--- config.mk ---
export PLATFORM = sky130hd
export DESIGN_NAME = uc_multiciclo
export DESIGN_NICKNAME = d
export VERILOG_FILES = /design/src/rtl/uc_multiciclo.sv
export SDC_FILE = /design/constraint.sdc
export NUM_CORES = 1
export LEC_CHECK = 0
export CAP_MARGIN = 40
export CORE_ASPECT_RATIO = 1.1
export CORE_UTILIZATION = 53
export CTS_CLUSTER_DIAMETER = 50
export DETAILED_ROUTE_END_ITERATION = 16
export PLACE_DENSITY = 0.95
export RECOVER_POWER = 25
export SLEW_MARGIN = 20
export SYNTH_ARGS = -nofsm -noshare
export SYNTH_HDL_FRONTEND = slang
export SYNTH_SLANG_ARGS = --single-unit
--- constraint.sdc ---
create_clock -name clk -period 4.5 [get_ports clk]
set_input_delay 0.9 -clock clk [delete_from_list [all_inputs] [get_ports clk]]
set_output_delay 0.9 -clock clk [all_outputs]
set_load 0.02 [all_outputs]
--- src/rtl/uc_multiciclo.sv ---
// uc_multiciclo: multi-cycle RV32I control unit.
// Sequences FETCH/DECODE/EXEC/MEM/WB and traps on illegal ops or memory timeout.
// In : clk, rst_n, opcode, funct3, funct7, zero, mem_ready, trap_clr
// Out: ImmSel, branch, jump, jumplink, memtoreg, ALUsrc, LUItoReg (latched decode)
//      MemR, MemW, IRW, PCW, RegW, br_taken (strobes), illegal, timeout, state
module uc_multiciclo #(
  parameter int OPW     = 7,
  parameter int TIMEOUT = 16,
  parameter int CNTW    = 5
) (
  input  logic           clk,
  input  logic           rst_n,
  input  logic [OPW-1:0] opcode,
  input  logic [2:0]     funct3,
  input  logic [6:0]     funct7,
  input  logic           zero,
  input  logic           mem_ready,
  input  logic           trap_clr,
  output logic [2:0]     ImmSel,
  output logic           branch,
  output logic           jump,
  output logic           jumplink,
  output logic           memtoreg,
  output logic           ALUsrc,
  output logic           LUItoReg,
  output logic           MemR,
  output logic           MemW,
  output logic           IRW,
  output logic           PCW,
  output logic           RegW,
  output logic           br_taken,
  output logic           illegal,
  output logic           timeout,
  output logic [2:0]     state
);

  typedef enum logic [2:0] {
    IDLE   = 3'b000,
    FETCH  = 3'b001,
    DECODE = 3'b010,
    EXEC   = 3'b011,
    MEM    = 3'b100,
    WB     = 3'b101,
    TRAP   = 3'b110
  } st_t;

  typedef struct packed {
    logic [2:0] imm;
    logic       br;
    logic       jmp;
    logic       jl;
    logic       mtr;
    logic       src;
    logic       lui;
    logic       ld;
    logic       st;
    logic       bne;
  } ctl_t;

  localparam logic [OPW-1:0] OP_I    = OPW'(7'b0010011);
  localparam logic [OPW-1:0] OP_LD   = OPW'(7'b0000011);
  localparam logic [OPW-1:0] OP_ST   = OPW'(7'b0100011);
  localparam logic [OPW-1:0] OP_R    = OPW'(7'b0110011);
  localparam logic [OPW-1:0] OP_LUI  = OPW'(7'b0110111);
  localparam logic [OPW-1:0] OP_BR   = OPW'(7'b1100011);
  localparam logic [OPW-1:0] OP_JAL  = OPW'(7'b1101111);
  localparam logic [OPW-1:0] OP_JALR = OPW'(7'b1100111);

  localparam bit TEN = (TIMEOUT > 0);
  localparam logic [CNTW-1:0] TLIM =
    TEN ? CNTW'(TIMEOUT - 1) : '0;

  st_t             cs;
  st_t             ns;
  ctl_t            c;
  ctl_t            d;
  logic            d_ok;
  logic [CNTW-1:0] cnt;
  logic            waiting;
  logic            tmo;
  logic            br_x;
  logic            st_x;

  always_comb begin
    d    = '0;
    d_ok = 1'b0;
    unique case (1'b1)
      opcode == OP_I: begin
        d_ok  = 1'b1;
        d.src = 1'b1;
      end
      opcode == OP_LD: begin
        d_ok  = (funct3 == 3'b010);
        d.src = 1'b1;
        d.mtr = 1'b1;
        d.ld  = 1'b1;
      end
      opcode == OP_ST: begin
        d_ok  = (funct3 == 3'b010);
        d.src = 1'b1;
        d.imm = 3'b001;
        d.st  = 1'b1;
      end
      opcode == OP_R: begin
        d_ok = (funct7 == 7'b0000000) ||
               (funct7 == 7'b0100000);
      end
      opcode == OP_LUI: begin
        d_ok  = 1'b1;
        d.src = 1'b1;
        d.lui = 1'b1;
        d.imm = 3'b011;
      end
      opcode == OP_BR: begin
        d_ok  = (funct3[2:1] == 2'b00);
        d.br  = 1'b1;
        d.imm = 3'b010;
        d.bne = funct3[0];
      end
      opcode == OP_JAL: begin
        d_ok  = 1'b1;
        d.jmp = 1'b1;
        d.jl  = 1'b1;
        d.imm = 3'b100;
      end
      opcode == OP_JALR: begin
        d_ok  = (funct3 == 3'b000);
        d.jmp = 1'b1;
        d.jl  = 1'b1;
        d.src = 1'b1;
      end
      default: ;
    endcase
  end

  // tmo fires on the last allowed wait cycle; mem_ready in that
  // same cycle masks it so completion wins.
  assign waiting = ((cs == FETCH) || (cs == MEM)) && !mem_ready;
  assign tmo     = TEN && waiting && (cnt == TLIM);
  assign br_x    = (cs == EXEC) && c.br;
  assign st_x    = (cs == MEM) && c.st && mem_ready;

  always_comb begin
    ns = cs;
    unique case (cs)
      IDLE:   ns = FETCH;
      FETCH: begin
        if (mem_ready) ns = DECODE;
        else if (tmo)  ns = TRAP;
      end
      DECODE: ns = d_ok ? EXEC : TRAP;
      EXEC: begin
        if (c.br)             ns = FETCH;
        else if (c.ld | c.st) ns = MEM;
        else                  ns = WB;
      end
      MEM: begin
        if (mem_ready) ns = c.ld ? WB : FETCH;
        else if (tmo)  ns = TRAP;
      end
      WB:     ns = FETCH;
      TRAP:   if (trap_clr) ns = FETCH;
      default: ns = IDLE;
    endcase
  end

  // Level strobes follow the state being entered; exit pulses
  // (IRW, branch/store PCW) show in the first cycle after the exit.
  always_ff @(posedge clk or negedge rst_n) begin
    if (!rst_n) begin
      cs       <= IDLE;
      cnt      <= '0;
      c        <= '0;
      illegal  <= 1'b0;
      timeout  <= 1'b0;
      MemR     <= 1'b0;
      MemW     <= 1'b0;
      IRW      <= 1'b0;
      PCW      <= 1'b0;
      RegW     <= 1'b0;
      br_taken <= 1'b0;
    end else begin
      cs <= ns;
      if (ns != cs)
        cnt <= '0;
      else if (waiting && (cnt != '1))
        cnt <= cnt + 1'b1;
      if ((cs == DECODE) && d_ok)
        c <= d;
      else if ((cs == TRAP) && trap_clr)
        c <= '0;
      if ((cs == DECODE) && !d_ok)
        illegal <= 1'b1;
      else if ((cs == TRAP) && trap_clr)
        illegal <= 1'b0;
      if (tmo)
        timeout <= 1'b1;
      else if ((cs == TRAP) && trap_clr)
        timeout <= 1'b0;
      MemR     <= (ns == FETCH) ||
                  ((ns == MEM) && c.ld);
      MemW     <= (ns == MEM) && c.st;
      IRW      <= (cs == FETCH) && mem_ready;
      RegW     <= (ns == WB);
      PCW      <= (ns == WB) || br_x || st_x;
      br_taken <= ((ns == WB) && c.jmp) ||
                  (br_x && (zero ^ c.bne));
    end
  end

  assign ImmSel   = c.imm;
  assign branch   = c.br;
  assign jump     = c.jmp;
  assign jumplink = c.jl;
  assign memtoreg = c.mtr;
  assign ALUsrc   = c.src;
  assign LUItoReg = c.lui;
  assign state    = cs;

endmodule
==> results.sh <==
export IMPL_outcome="finished, final reports clean"
export IMPL_setup_tns_final_ps=0
export IMPL_design_area_mm2=0.00204
export IMPL_port_buffers=40
export IMPL_reg2reg_from="cnt[0]"
export IMPL_cts_buffer_depth=2
export IMPL_clk_pin_slew_ps=130
export IMPL_grt_overflow=0
export IMPL_synth_area_mm2=0.00168
export IMPL_rows=21
export IMPL_drive_gt1_share_pct=7.18
export IMPL_cts_sinks=26
export IMPL_drt_total_wl_um=3380
export IMPL_worst_pin_slew_ps=1370
export IMPL_path_cells="clkdlybuf4s50_1, xnor2_1, and2_2, o31a_4, o21ai_2, mux2_1"
export IMPL_viasPerCell=5.70
export IMPL_ys_ff_latch=26
export IMPL_yosysWarnings=0
export IMPL_yosys_most_used_dff="dfrtp_1"
export IMPL_slew_headroom_pct=8.88
export IMPL_worst_slack_ps=1550
export IMPL_htree_levels=1
export IMPL_grt_pass1_wl_um=5410
export IMPL_diodes=0
export IMPL_dpl_worst_slack_ps=1170
export IMPL_grt_max_degree=27
export IMPL_finalMaxSlewViolations=0
export IMPL_worst_setup_path_end_kind="register"
export IMPL_cp_max_fo=11
export IMPL_ir_worst_vdd_uv=404
export IMPL_ios=42
export IMPL_hold_violations=0
export IMPL_critPathTopFamily="compound AO/OA/AOI/OAI gates"
export IMPL_die_area_mm2=0.00340
export IMPL_p_leak_nw=0.892
export IMPL_synth_area_leaders="dfrtp_1 39%, mux2i_1 6.5%, nand2_1 6.0%"
export IMPL_crit_slowest_cell="clkdlybuf4s50_1"
export IMPL_post_cts_resized=0
export IMPL_syn_inst=178
export IMPL_vias=1385
export IMPL_hp_class="reg -> reg"
export IMPL_cts_setup_buffers=0
export IMPL_crit_required_ps=4720
export IMPL_post_route_util_pct=67.5
export IMPL_async_reset_ff_share_pct=100
export IMPL_max_freq_mhz=338
export IMPL_avgRoutedWirePerCell_um=13.9
export IMPL_dp_hpwl_um=2550
export IMPL_ys_types=51
export IMPL_rrSetupSlack_ps=2040
export IMPL_crit_type="in -> reg"
export IMPL_drc=0
export IMPL_worst_path_stages=6
export IMPL_maxCapViolCount=0
export IMPL_place_area_mm2=0.00202
export IMPL_rsz0062_at_grt="false"
export IMPL_critical_path_max_stage_delay_ps=690
export IMPL_synth_nets=203
export IMPL_yosysSeqAreaShare_pct=38.7
export IMPL_clk_latency_ps=320
export IMPL_ant_nets=0
export IMPL_reg2reg_depth=8
export IMPL_final_setup_skew_ps=4.97
export IMPL_cts_root_buf="clkbuf_4"
export IMPL_setup_violations=0
export IMPL_grt_usage_pct=20.8
export IMPL_fin_crit_sh_pct=65.7
export IMPL_dr_pass1_iters=4
export IMPL_place_gp_congestion=0.851
export IMPL_p_per_area_mw_per_mm2=414
export IMPL_crit_buf_inv=1
export IMPL_finalPower_mw=0.844
export IMPL_synth_edf_count=0
export IMPL_layout_nets=236
export IMPL_antenna_found_initial=0
export IMPL_area_delta_synth_final_pct=21.2
export IMPL_drt_iter0_markers=47
export IMPL_cts_hold_buf=0
export IMPL_critPathLaunchType="input pin"
export IMPL_die_w_um=55.7
export IMPL_rr_endpoint="cnt[4]"
export IMPL_yosysTopAreaCellShare_pct=38.7
export IMPL_avgSynthCellArea_um2=9.45
export IMPL_period_needed_ps=2950
export IMPL_cp_arrival_ps=3180
export IMPL_startpoint="opcode[2]"
export IMPL_core_mm2=0.00302
export IMPL_die_h_um=61.1
export IMPL_initial_core_util_pct=55.7
export IMPL_endpoint="LUItoReg"
export IMPL_min_path_cells=2
export IMPL_tritoncts="built"
export IMPL_synth_top_cell_by_area="dfrtp_1"
export IMPL_grt_pass1_vias=1239
export IMPL_cts_buffers=3
## cells in the mapped netlist, types with 4 or more instances
cell type  count
nor3_1         9
nor2b_1        4
a21oi_1        4
buf_6          5
nor2_1        10
buf_4          4
mux2i_1       11
inv_1          8
dfrtp_1       26
nand2b_1       4
o21ai_0        7
nand2_1       27
nand3_1        5
## cell type report
class	count	area, um^2
Clock buffer	3	22.5
Sequential cell	26	651
Timing Repair Buffer	41	404
Inverter	8	30.0
Multi-Input combinational cell	131	890
Fill cell	259	982
Tap cell	34	42.5
## sequential cells by signal, indices dropped and copies added, names as in the netlist
name	flops
state	3
MemW	1
c	2
ImmSel	3
memtoreg	1
br_taken	1
PCW	1
timeout	1
RegW	1
ALUsrc	1
illegal	1
MemR	1
IRW	1
LUItoReg	1
cnt	5
jump	1
branch	1
## worst min-delay path by stage
stage,endpoint,startpoint,slack [ps]
floorplan,PCW,c[1],500
global placement,illegal,illegal,490
detailed placement,illegal,illegal,490
CTS,illegal,illegal,530
global route,illegal,illegal,540
finish,illegal,illegal,530
## through the flow
| stage | hold WS (ps) | std cells |
|---|---|---|
| global route | 540 | 243 |
| global placement | 491 | 240 |
| CTS | 527 | 243 |
| finish | 527 | 243 |
| detailed placement | 488 | 240 |
| floorplan | 504 | 178 |
## power by group
part	internal, mW	leakage [nW]	switching, mW	total, mW
logic	0.182	0.530	0.224	0.406
registers	0.274	0.348	0.0661	0.341
clock network	0.0314	0.0138	0.0663	0.0977
total	0.488	0.892	0.356	0.844
## cell families (layout without fill, tap and decap cells)
family          Yosys count  in the layout  synth area share (%)
mux                      13             13                  8.10
simple gates             74             74                  23.0
compound gates           35             35                  16.4
flops                    26             26                  38.7
xor+xnor                  6              6                  3.12
fa+ha+maj                 3              3                  2.23
buf+inv                  21             52                  8.48
## worst reg2reg max path: stages, from the launching register on
cell,delay (ps)
dfrtp_1,440
ha_1,220
and3_1,210
ha_1,220
nor2b_1,190
o21a_1,190
o31ai_1,330
o211ai_2,210
a2111oi_2,350
## routing by layer
metal | wire (um) | vias up | track usage [%]
met3 | 160 | 4 | 2.73
met5 | 0 | - | 0
li1 | - | 695 | -
met4 | 68 | 0 | 11.1
met1 | 1440 | 632 | 24.6
met2 | 1710 | 54 | 38.0
## cell usage in the layout (no fill, tap or decap), types with 2 or more instances in the layout
master,synthesis,final
a2111o_1,2,2
a21oi_1,4,4
a31oi_1,2,2
and2_1,2,2
clkbuf_4,0,3
clkdlybuf4s50_1,0,39
dfrtp_1,26,26
ha_1,3,3
inv_1,8,8
mux2i_1,11,11
nand2_1,27,27
nand2b_1,4,4
nand3_1,5,5
nand4_1,2,2
nor2_1,10,10
nor2b_1,4,4
nor3_1,9,9
o21a_1,3,3
o21ai_0,7,7
o22a_1,2,2
o31ai_1,3,3
xnor2_1,3,3
xor2_1,3,3
Power figures use the tool's default switching activity.
